--- config.mk ---
export PLATFORM = sky130hd
export DESIGN_NAME = rtc_bus_ctrl
export DESIGN_NICKNAME = d
export VERILOG_FILES = /design/src/rtl/rtc_bus_ctrl.sv
export SDC_FILE = /design/constraint.sdc
export NUM_CORES = 1
export LEC_CHECK = 0
export CORE_ASPECT_RATIO = 1.1
export CORE_MARGIN = 4
export CORE_UTILIZATION = 40
export DETAILED_ROUTE_END_ITERATION = 12
export PLACE_DENSITY = 0.74
export REMOVE_ABC_BUFFERS = 1
export SKIP_CTS_REPAIR_TIMING = 1
export SLEW_MARGIN = 20
export SYNTH_ARGS = -nofsm -noshare
export SYNTH_HDL_FRONTEND = slang
export SYNTH_SLANG_ARGS = --single-unit
--- constraint.sdc ---
create_clock -name clk -period 4.7 [get_ports clk]
set_input_delay 0.47 -clock clk [delete_from_list [all_inputs] [get_ports clk]]
set_output_delay 0.47 -clock clk [all_outputs]
set_load 0.1 [all_outputs]
--- src/rtl/rtc_bus_ctrl.sv ---
// Bus sequencer for a multiplexed-address/data RTC: one address phase, one data phase
// and an inter-transaction gap, each sub-phase timed by a shared 8-bit down-counter.
module rtc_bus_ctrl #(
    parameter int unsigned T_SETUP = 2,
    parameter int unsigned T_PULSE = 10,
    parameter int unsigned T_HOLD  = 2,
    parameter int unsigned T_GAP   = 4
) (
    input  logic       clk,
    input  logic       reset,
    input  logic       start,
    input  logic       rw,
    input  logic [7:0] addr,
    input  logic [7:0] wdata,
    output logic       busy,
    output logic       done,
    output logic [7:0] rdata,
    output logic       ChipSelect,
    output logic       Read,
    output logic       Write,
    output logic       AoD,
    output logic [7:0] bus_out,
    output logic       bus_oe,
    input  logic [7:0] bus_in
);

    typedef enum logic [2:0] {
        IDLE, A_SETUP, A_STROBE, A_HOLD, D_SETUP, D_STROBE, D_HOLD, GAP
    } state_t;

    localparam logic [7:0] SETUP_M1 = 8'(T_SETUP - 1);
    localparam logic [7:0] PULSE_M1 = 8'(T_PULSE - 1);
    localparam logic [7:0] HOLD_M1  = 8'(T_HOLD - 1);
    localparam logic [7:0] GAP_M1   = 8'(T_GAP - 1);

    state_t     state, state_n;
    logic [7:0] cnt, cnt_n;
    logic       rw_q, rw_n;
    logic [7:0] addr_q, addr_n;
    logic [7:0] wdata_q, wdata_n;

    logic       busy_n, done_n, cs_n, rd_n, wr_n, aod_n, oe_n;
    logic [7:0] bus_out_n, rdata_n;

    // Next state and counter: each state loads its duration minus one on entry.
    always_comb begin
        state_n = state;
        cnt_n   = cnt;
        rw_n    = rw_q;
        addr_n  = addr_q;
        wdata_n = wdata_q;
        if (state == IDLE) begin
            if (start) begin
                state_n = A_SETUP;
                cnt_n   = SETUP_M1;
                rw_n    = rw;
                addr_n  = addr;
                wdata_n = wdata;
            end
        end else if (cnt != 8'd0) begin
            cnt_n = cnt - 8'd1;
        end else begin
            case (state)
                A_SETUP:  begin state_n = A_STROBE; cnt_n = PULSE_M1; end
                A_STROBE: begin state_n = A_HOLD;   cnt_n = HOLD_M1;  end
                A_HOLD:   begin state_n = D_SETUP;  cnt_n = SETUP_M1; end
                D_SETUP:  begin state_n = D_STROBE; cnt_n = PULSE_M1; end
                D_STROBE: begin state_n = D_HOLD;   cnt_n = HOLD_M1;  end
                D_HOLD:   begin state_n = GAP;      cnt_n = GAP_M1;   end
                default:  begin state_n = IDLE;     cnt_n = 8'd0;     end
            endcase
        end
    end

    // Outputs are decoded from the next state so the registered pins line up with the state.
    always_comb begin
        cs_n      = 1'b1;
        rd_n      = 1'b1;
        wr_n      = 1'b1;
        aod_n     = 1'b0;
        oe_n      = 1'b0;
        bus_out_n = 8'h00;
        busy_n    = (state_n != IDLE);
        done_n    = (state == GAP) && (cnt == 8'd0);
        rdata_n   = rdata;
        if ((state == D_STROBE) && (cnt == 8'd0) && rw_q)
            rdata_n = bus_in;
        case (state_n)
            A_SETUP, A_STROBE, A_HOLD: begin
                cs_n      = 1'b0;
                oe_n      = 1'b1;
                bus_out_n = addr_n;
                wr_n      = (state_n != A_STROBE);
            end
            D_SETUP, D_STROBE, D_HOLD: begin
                cs_n  = 1'b0;
                aod_n = 1'b1;
                if (rw_n) begin
                    rd_n = (state_n != D_STROBE);
                end else begin
                    oe_n      = 1'b1;
                    bus_out_n = wdata_n;
                    wr_n      = (state_n != D_STROBE);
                end
            end
            default: ;
        endcase
    end

    always_ff @(posedge clk or negedge reset) begin
        if (!reset) begin
            state      <= IDLE;
            cnt        <= 8'd0;
            rw_q       <= 1'b0;
            addr_q     <= 8'h00;
            wdata_q    <= 8'h00;
            busy       <= 1'b0;
            done       <= 1'b0;
            rdata      <= 8'h00;
            ChipSelect <= 1'b1;
            Read       <= 1'b1;
            Write      <= 1'b1;
            AoD        <= 1'b0;
            bus_out    <= 8'h00;
            bus_oe     <= 1'b0;
        end else begin
            state      <= state_n;
            cnt        <= cnt_n;
            rw_q       <= rw_n;
            addr_q     <= addr_n;
            wdata_q    <= wdata_n;
            busy       <= busy_n;
            done       <= done_n;
            rdata      <= rdata_n;
            ChipSelect <= cs_n;
            Read       <= rd_n;
            Write      <= wr_n;
            AoD        <= aod_n;
            bus_out    <= bus_out_n;
            bus_oe     <= oe_n;
        end
    end

endmodule

==> summary.md, run 1 <==
| Metric | Value |
|---|---|
| Gp weighted congestion | `0.903` |
| Finished Cell Area | `2980 um2` |
| Final min period | `2.55 ns` |
| Multi-input gate area | `967 um2` |
| Clock root buffer | `clkbuf_8` |
| WL met1 | `2010 um` |
| DP Wirelength | `3290 um` |
| Post-Syn Area | `2320 um2` |
| Slew Viols, Final | `0` |
| Worst Hold Class | `in2async` |
| Met3 wire length | `295 um` |
| Core Region | `5500 um2` |
| Post-route ant nets | `0` |
| Post-synth ARST share | `100%` |
| Largest net degree at the start of global routing | `52` |
| Status | `finished, final reports clean` |
| Initial drt markers | `31` |
| Final setup skew | `0.0118 ns` |
| DR pass1 iterations | `4` |
| Largest fanout on the critical path | `17` |
| Clock slew at reported path FFs | `0.09 ns` |
| Clock Sinks | `51` |
| Layout cells sized above 1 | `20.5%` |
| Clock Path Buffers | `2` |
| Number of global-route vias before repair | `1621` |
| Total gr overflow | `0` |
| Die H | `87.9 um` |
| Die area | `7090 um2` |
| Final Hold Vio Count | `0` |
| Row count | `28` |
| Port Buffer Count | `50` |
| DRC viols | `0` |
| TritonCTS buffer count | `5` |
| N_diodes | `0` |
| Post-synthesis register bit count | `51` |
| CP Capture Type | `register` |
| Req. time, crit path | `4.92 ns` |
| CP startpoint kind | `register` |
| Synth Instances | `186` |
| Initial antenna violation count | `0` |
| Yosys warns | `0` |
| Total Routing Usage GR | `13.9%` |
| Nets | `273` |
| RSZ-0062 raised after global routing | `false` |
| Relative slew slack | `34.3%` |
| Post-DP Area | `2880 um2` |
| Fmax achieved | `392 MHz` |
| First-pass GRT wire length | `7670 um` |
| Ys flop type | `dfrtp_1` |
| Htree depth | `2` |
| Syn_area_per_cell | `12.5 um2` |
| Register area share after synthesis | `55.1%` |
| Pwr/cell area | `276 nW/um2` |
| Leak | `0.00129 uW` |
| Crit path arrival time | `2.77 ns` |
| Layout area overhead | `28.3%` |
| Final Cycle Share | `54.3%` |
| Filler cells | `515` |
| Max-cap check violation count | `0` |
| Reg area | `1280 um2` |
| Vias per std cell | `5.00` |
| Worst-Skew Late Latency | `0.30 ns` |
| I/O pin total | `51` |
| Post-synth EDFFs | `0` |
| Endpoints failing setup | `0` |
| Highest metal used | `met4` |
| Crit path kind | `reg2reg` |
| Distinct cell type count of the synthesized netlist | `47` |
| Drt total wl | `4500 um` |
| Chip Width | `80.7 um` |
| TritonCTS clock tree | `yes` |
| Routed vias | `1569` |
| Routed len/inst | `14.3 um` |
| Initial Util | `42.2%` |
| VDD IR-drop max | `0.000158 V` |
| Total Neg Setup Slack | `0 ns` |
| Worst-margin pin slew | `0.983 ns` |
| Met2 WL post-DR | `2140 um` |
==> critical path, stage by stage, from the launching register on <==
cell and delay (ns):
dfrtp_1 0.42, inv_1 0.15, ha_1 0.36, nor2b_1 0.21
nand2_1 0.47, mux2i_1 0.45, o21ai_2 0.22, o2bb2ai_1 0.18
==> power by group <==
| group | leakage [uW] | switching [uW] | internal, uW | total, uW |
|---|---|---|---|---|
| sequential | 0.000640 | 2.18 | 443 | 445 |
| combinational | 0.000595 | 48.9 | 31.1 | 80.0 |
| clock | 0.0000524 | 137 | 159 | 297 |
| total | 0.00129 | 189 | 634 | 822 |
==> sequential cells by signal, indices dropped and copies added (netlist names) <==
name and count:
Read 1, state 3, ChipSelect 1, wdata_q 8, addr_q 8, AoD 1, busy 1, cnt 8
bus_oe 1, done 1, rdata 8, bus_out 8, rw_q 1, Write 1
==> path summary, 6_finish.rpt <==
path / startpoint / endpoint / slack, ns / cells past startpoint
setup reg to reg: state[0] / bus_out[6] / 2.15 / 7
hold / removal: reset / cnt[7] / 0.17 / 1
setup / recovery: state[0] / bus_out[6] / 2.15 / 7
min in group clk: wdata_q[7] / wdata_q[7] / 0.50 / 1
max in group asynchronous: reset / wdata_q[5] / 4.10 / 1
hold reg to reg: wdata_q[7] / wdata_q[7] / 0.50 / 1
==> cell families after synthesis <==
logic type / synth area share, %
multiplexers: 12.1
adder cells (fa/ha/maj): 3.77
flip-flops: 55.1
buffers and inverters: 3.29
AO/OA/AOI/OAI: 13.2
AND/OR/NAND/NOR: 11.8
XOR/XNOR: 0.754
==> Yosys cell counts, types with 2 or more instances <==
cell type | count | share of area [%]
nor3_1 | 7 | 1.5
o211ai_1 | 2 | 0.65
buf_2 | 2 | 0.43
a21oi_1 | 7 | 1.5
nand2b_1 | 2 | 0.54
mux2_2 | 24 | 12
nor2b_1 | 2 | 0.54
dfstp_2 | 3 | 3.4
or3_1 | 2 | 0.54
ha_1 | 7 | 3.8
inv_1 | 6 | 0.97
nand2_1 | 16 | 2.6
o2bb2ai_1 | 8 | 3.0
xnor2_1 | 2 | 0.75
or3b_2 | 2 | 0.75
inv_2 | 2 | 0.32
nor2_1 | 4 | 0.65
buf_6 | 2 | 0.97
dfrtp_1 | 48 | 52
o21ai_0 | 11 | 2.4
==> cell type report <==
class / count / share of cell area [%]
clock buffer: 7 / 2.56
clock inverter: 1 / 1.01
inverter: 9 / 1.22
multi-input combinational: 121 / 32.4
sequential: 51 / 42.9
tap: 75 / 3.15
timing repair buffer: 50 / 16.7
==> layout by cell type, fill, tap and decap left out, drive strengths merged, types with 2 or more instances in the layout <==
cell type	count
dfrtp	48
nor2	5
inv	9
xnor2	2
o21ai	12
dfstp	3
or3	2
nand2b	2
mux2	24
clkdlybuf4s50	49
nor4	2
clkbuf	7
a21oi	8
nor3	8
nor2b	2
o211ai	2
nand2	16
ha	7
o2bb2ai	8
or3b	2
==> metrics by stage <==
stage,instances,total power (uW),setup slack [ns],hold WS [ns],util (%)
2_1_floorplan,181,493,2.58,0.174,-
3_3_place_gp,306,535,2.28,0.479,52.2
3_5_place_dp,306,535,2.12,0.484,52.3
4_1_cts,314,833,2.09,0.200,54.2
5_1_grt,314,854,1.83,0.223,54.2
6_report,314,822,2.15,0.170,54.2
==> layer usage <==
| layer | vias to the layer above | global-route usage, % |
|---|---|---|
| met5 | - | 0 |
| met2 | 41 | 22.8 |
| met1 | 752 | 17.5 |
| met4 | 0 | 4.15 |
| met3 | 8 | 4.53 |
| li1 | 768 | - |
Power figures use the tool's default switching activity.
==> inputs of run 2 (changes only) <==
Settings changed: PLACE_DENSITY 0.74 to 0.76.
Clock period 4.7 ns to 2.1 ns, I/O delays scaled along.
==> summary.md, run 2 (synthesis gave the netlist of run 1 again) <==
| Metric | Value |
|---|---|
| Clock Power Share | `36.4%` |
| Die area | `7090 um2` |
| Clock root buffer | `clkbuf_8` |
| Req. time, crit path | `2.34 ns` |
| Drt total wl | `5250 um` |
| Number of global-route vias before repair | `1765` |
| Worst r2r path cells | `9` |
| Clock Sinks | `51` |
| Final Worst Setup Slack | `-0.0218 ns` |
| CP startpoint kind | `register` |
| Worst Hold Class | `in2async` |
| CP Capture Type | `register` |
| Failing checks | `hold timing, setup timing` |
| Port Buffer Count | `50` |
| Total gr overflow | `0` |
| Clock Path Buffers | `2` |
| Initial drt markers | `56` |
| Relative slew slack | `58.2%` |
| Initial antenna violation count | `0` |
| DRC viols | `0` |
| Final min period | `2.12 ns` |
| Fmax achieved | `471 MHz` |
| Core Region | `5500 um2` |
| First-pass GRT wire length | `8340 um` |
| Reg-to-reg critical path startpoint | `state[0]` |
| Filler cells | `433` |
| DP Wirelength | `3710 um` |
| N_diodes | `0` |
| DR pass1 iterations | `4` |
| Max-cap check violation count | `0` |
| Die H | `87.9 um` |
| Switching Fraction | `24.0%` |
| I/O pin total | `51` |
| Crit path kind | `reg2reg` |
| Post-route ant nets | `0` |
| Slew Viols, Final | `0` |
| Final Hold Vio Count | `20` |
| Hold slack | `-0.0182 ns` |
| Pwr/cell area | `547 nW/um2` |
| VDD IR-drop max | `0.000367 V` |
| Final Cycle Share | `101%` |
| Endpoints failing setup | `7` |
| Most common cell after layout, fill and taps aside | `buf_4` |
| Largest fanout on the critical path | `8` |
| Initial Util | `42.2%` |
| Htree depth | `2` |
| Routed vias | `1795` |
| Routed len/inst | `14.9 um` |
| Clock slew at reported path FFs | `0.09 ns` |
| Total Routing Usage GR | `15.3%` |
| Total Neg Setup Slack | `-0.0839 ns` |
| Nets | `311` |
| TritonCTS buffer count | `5` |
| Gp weighted congestion | `0.835` |
| P_sw | `452 uW` |
| Commonest cells after routing, fill and taps aside | `buf_4 (55), dfrtp_1 (48), clkdlybuf4s50_1 (26)` |
| P_int | `1430 uW` |
| Sequential share of power | `53.0%` |
| Worst-margin pin slew | `0.626 ns` |
| Largest net degree at the start of global routing | `52` |
| RSZ-0062 raised after global routing | `true` |
| Layout cells sized above 1 | `49.5%` |
| Worst-Skew Late Latency | `0.31 ns` |
| Comb power frac | `10.5%` |
| Chip Width | `80.7 um` |
| Status | `complete, but fails checks` |
| Layout area overhead | `48.0%` |
| Crit path arrival time | `2.36 ns` |
| Final setup skew | `0.0191 ns` |
| TritonCTS clock tree | `yes` |
| Leak | `0.00153 uW` |
| CP Launch Point | `state[0]` |
| Vias per std cell | `5.10` |
| Row count | `28` |
==> run 2: worst max-delay path: stages (launching register included) <==
cell and delay (ns):
dfrtp_1 0.43, ha_2 0.20, buf_6 0.12, or3_4 0.39
o31ai_4 0.24, o31a_2 0.22, inv_4 0.06, a21oi_4 0.13
buf_12 0.16, o2bb2ai_4 0.11
==> run 2: cell type report <==
type | count | area, um2 | area share [%]
Multi-Input combinational cell | 121 | 1140 | 33.3
Clock inverter | 2 | 37.5 | 1.09
Inverter | 9 | 38.8 | 1.13
Tap cell | 75 | 93.8 | 2.73
Sequential cell | 51 | 1280 | 37.2
Clock buffer | 6 | 72.6 | 2.11
Timing Repair Buffer | 88 | 772 | 22.5
==> run 2: final timing paths <==
| check | slack, ns | end |
|---|---|---|
| max reg2reg | -0.02 | bus_out[1] |
| min reg2reg | 0.51 | wdata_q[2] |
| min in group clk | 0.51 | wdata_q[2] |
| min | -0.02 | cnt[5] |
| max | -0.02 | bus_out[1] |
| max in group asynchronous | 1.67 | done |
==> run 2: per-layer routing <==
layer | routed length, um | global-route usage, %
met1 | 2130 | 18.0
met5 | 0 | 0
met3 | 393 | 4.84
met4 | 93 | 6.14
met2 | 2630 | 26.1
==> run 2: through the flow <==
stage          area [um2]  std cells  setup slack [ns]  total power (uW)  util (%)
2_1_floorplan        2280        181           -0.0245              1100         -
3_3_place_gp         3080        339            -0.133              1200      55.9
3_5_place_dp         3080        339            -0.149              1200      55.9
4_1_cts              3190        347            -0.171              1880      57.9
5_1_grt              3440        352            -0.132              1960      62.5
6_report             3440        352           -0.0218              1880      62.5
==> run 2: power groups by stage <==
stage                     combinational (uW)  sequential [uW]  clock (uW)
after detailed placement                 188             1020           0
after global placement                   188             1020           0
after global routing                     211              999         746
after CTS                                189              997         697
after floorplan                         22.3             1080           0
final                                    198              997         685
==> inputs of run 3 (changes only) <==
Settings changed: HOLD_SLACK_MARGIN set to 0.08.
==> summary.md, run 3 (synthesis gave the netlist of run 1 again) <==
| Metric | Value |
|---|---|
| Status | `complete, but fails checks` |
| Failing checks | `setup timing` |
| Final Worst Setup Slack | `-0.0219 ns` |
| Slowest stage delay, CP | `0.43 ns` |
| Commonest cells after routing, fill and taps aside | `buf_4 (55), dfrtp_1 (48), clkdlybuf4s50_1 (26)` |
| Req. time, crit path | `2.34 ns` |
| Core Region | `5500 um2` |
| Final Cycle Share | `101%` |
| Max-cap check violation count | `0` |
| Endpoints failing setup | `7` |
| Largest net degree at the start of global routing | `52` |
| Initial Util | `42.2%` |
| Clock slew at reported path FFs | `0.09 ns` |
| Clock Path Buffers | `2` |
| Core Util, Final | `62.7%` |
| Worst-Skew Late Latency | `0.31 ns` |
| TritonCTS buffer count | `5` |
| Nets | `312` |
| CP max-delay cell | `dfrtp_1` |
| Final Hold Vio Count | `0` |
| Slew Viols, Final | `0` |
| Clock Sinks | `51` |
| Filler cells | `432` |
| Pwr/cell area | `546 nW/um2` |
| Crit-path cells | `ha_2, buf_6, or3_4, o31ai_4, o31a_2, inv_4, a21oi_4, buf_12, o2bb2ai_4` |
| Final setup skew | `0.0191 ns` |
| Initial drt markers | `55` |
| Clock root buffer | `clkbuf_8` |
| Drt total wl | `5250 um` |
| TritonCTS clock tree | `yes` |
| Layout area overhead | `48.4%` |
| Die H | `87.9 um` |
| Crit path kind | `reg2reg` |
| Total gr overflow | `0` |
| CP startpoint kind | `register` |
| Routed vias | `1798` |
| Initial antenna violation count | `0` |
| Largest fanout on the critical path | `8` |
| Layout cells sized above 1 | `49.3%` |
| I/O pin total | `51` |
| DRC viols | `0` |
| First-pass GRT wire length | `8340 um` |
| Gp weighted congestion | `0.835` |
| DR pass1 iterations | `4` |
| Die area | `7090 um2` |
| CP Capture Type | `register` |
| Total Neg Setup Slack | `-0.0845 ns` |
| Leak | `0.00154 uW` |
| Most common cell after layout, fill and taps aside | `buf_4` |
| Routed len/inst | `14.9 um` |
| Worst Hold Class | `in2async` |
| Worst slack, placed | `-0.149 ns` |
| Fmax achieved | `471 MHz` |
| Relative slew slack | `58.2%` |
| DP Wirelength | `3710 um` |
| Final min period | `2.12 ns` |
| RSZ-0062 raised after global routing | `true` |
| Worst-margin pin slew | `0.627 ns` |
| Port Buffer Count | `50` |
| Crit path arrival time | `2.36 ns` |
| Vias per std cell | `5.09` |
| N_diodes | `0` |
| Total Routing Usage GR | `15.3%` |
| VDD IR-drop max | `0.000367 V` |
| Htree depth | `2` |
| Row count | `28` |
| Number of global-route vias before repair | `1765` |
| Post-route ant nets | `0` |
| Chip Width | `80.7 um` |
## run 3: metrics by stage
stage / hold slack (ns) / total power, uW / area, um2 / std cells
after global placement: 0.355 / 1200 / 3080 / 339
after detailed placement: 0.358 / 1200 / 3080 / 339
final: 0.508 / 1880 / 3450 / 353
after CTS: 0.0168 / 1880 / 3190 / 347
after global routing: 0.518 / 1960 / 3450 / 353
after floorplan: -0.0856 / 1100 / 2280 / 181
## run 3: area by class of cell
class | instances | area [um2] | share of cell area [%]
Sequential cell | 51 | 1280 | 37.1
Tap cell | 75 | 93.8 | 2.72
Timing Repair Buffer | 89 | 782 | 22.7
Clock inverter | 2 | 37.5 | 1.09
Inverter | 9 | 38.8 | 1.12
Multi-Input combinational cell | 121 | 1140 | 33.2
Clock buffer | 6 | 72.6 | 2.10
## run 3: worst max-delay path: cells and delay by family, from the launching register on
family                     cells  cell delay, ns
DFF                            1            0.43
AOI/OAI and AO/OA              4            0.70
buffers and inverters          3            0.34
adders and majority gates      1            0.20
and+or+nand+nor                1            0.39
## run 3: layer usage
metal	wire, um	share of wire [%]	track usage (%)	up-vias
li1	-	-	-	848
met1	2130	41	18.0	887
met2	2640	50	26.1	52
met3	395	7.5	4.84	11
met4	93	1.8	6.14	0
met5	0	0	0	-
## run 3: power by group
part	leakage, uW	switching (uW)	internal [uW]
combinational	0.000847	118	82.0
clock	0.0000514	329	356
sequential	0.000640	5.29	992
total	0.00154	453	1430
## run 3: path summary, 6_finish.rpt
| kind | from | to | slack (ns) | cells after the start |
|---|---|---|---|---|
| worst max-delay path | state[0] | bus_out[1] | -0.02 | 9 |
| worst min-delay path | reset | cnt[5] | 0.51 | 3 |
| worst max register to register | state[0] | bus_out[1] | -0.02 | 9 |
| worst min register to register | wdata_q[2] | wdata_q[2] | 0.51 | 1 |
| max in group asynchronous | reset | done | 1.14 | 3 |
| min in group clk | wdata_q[2] | wdata_q[2] | 0.51 | 1 |
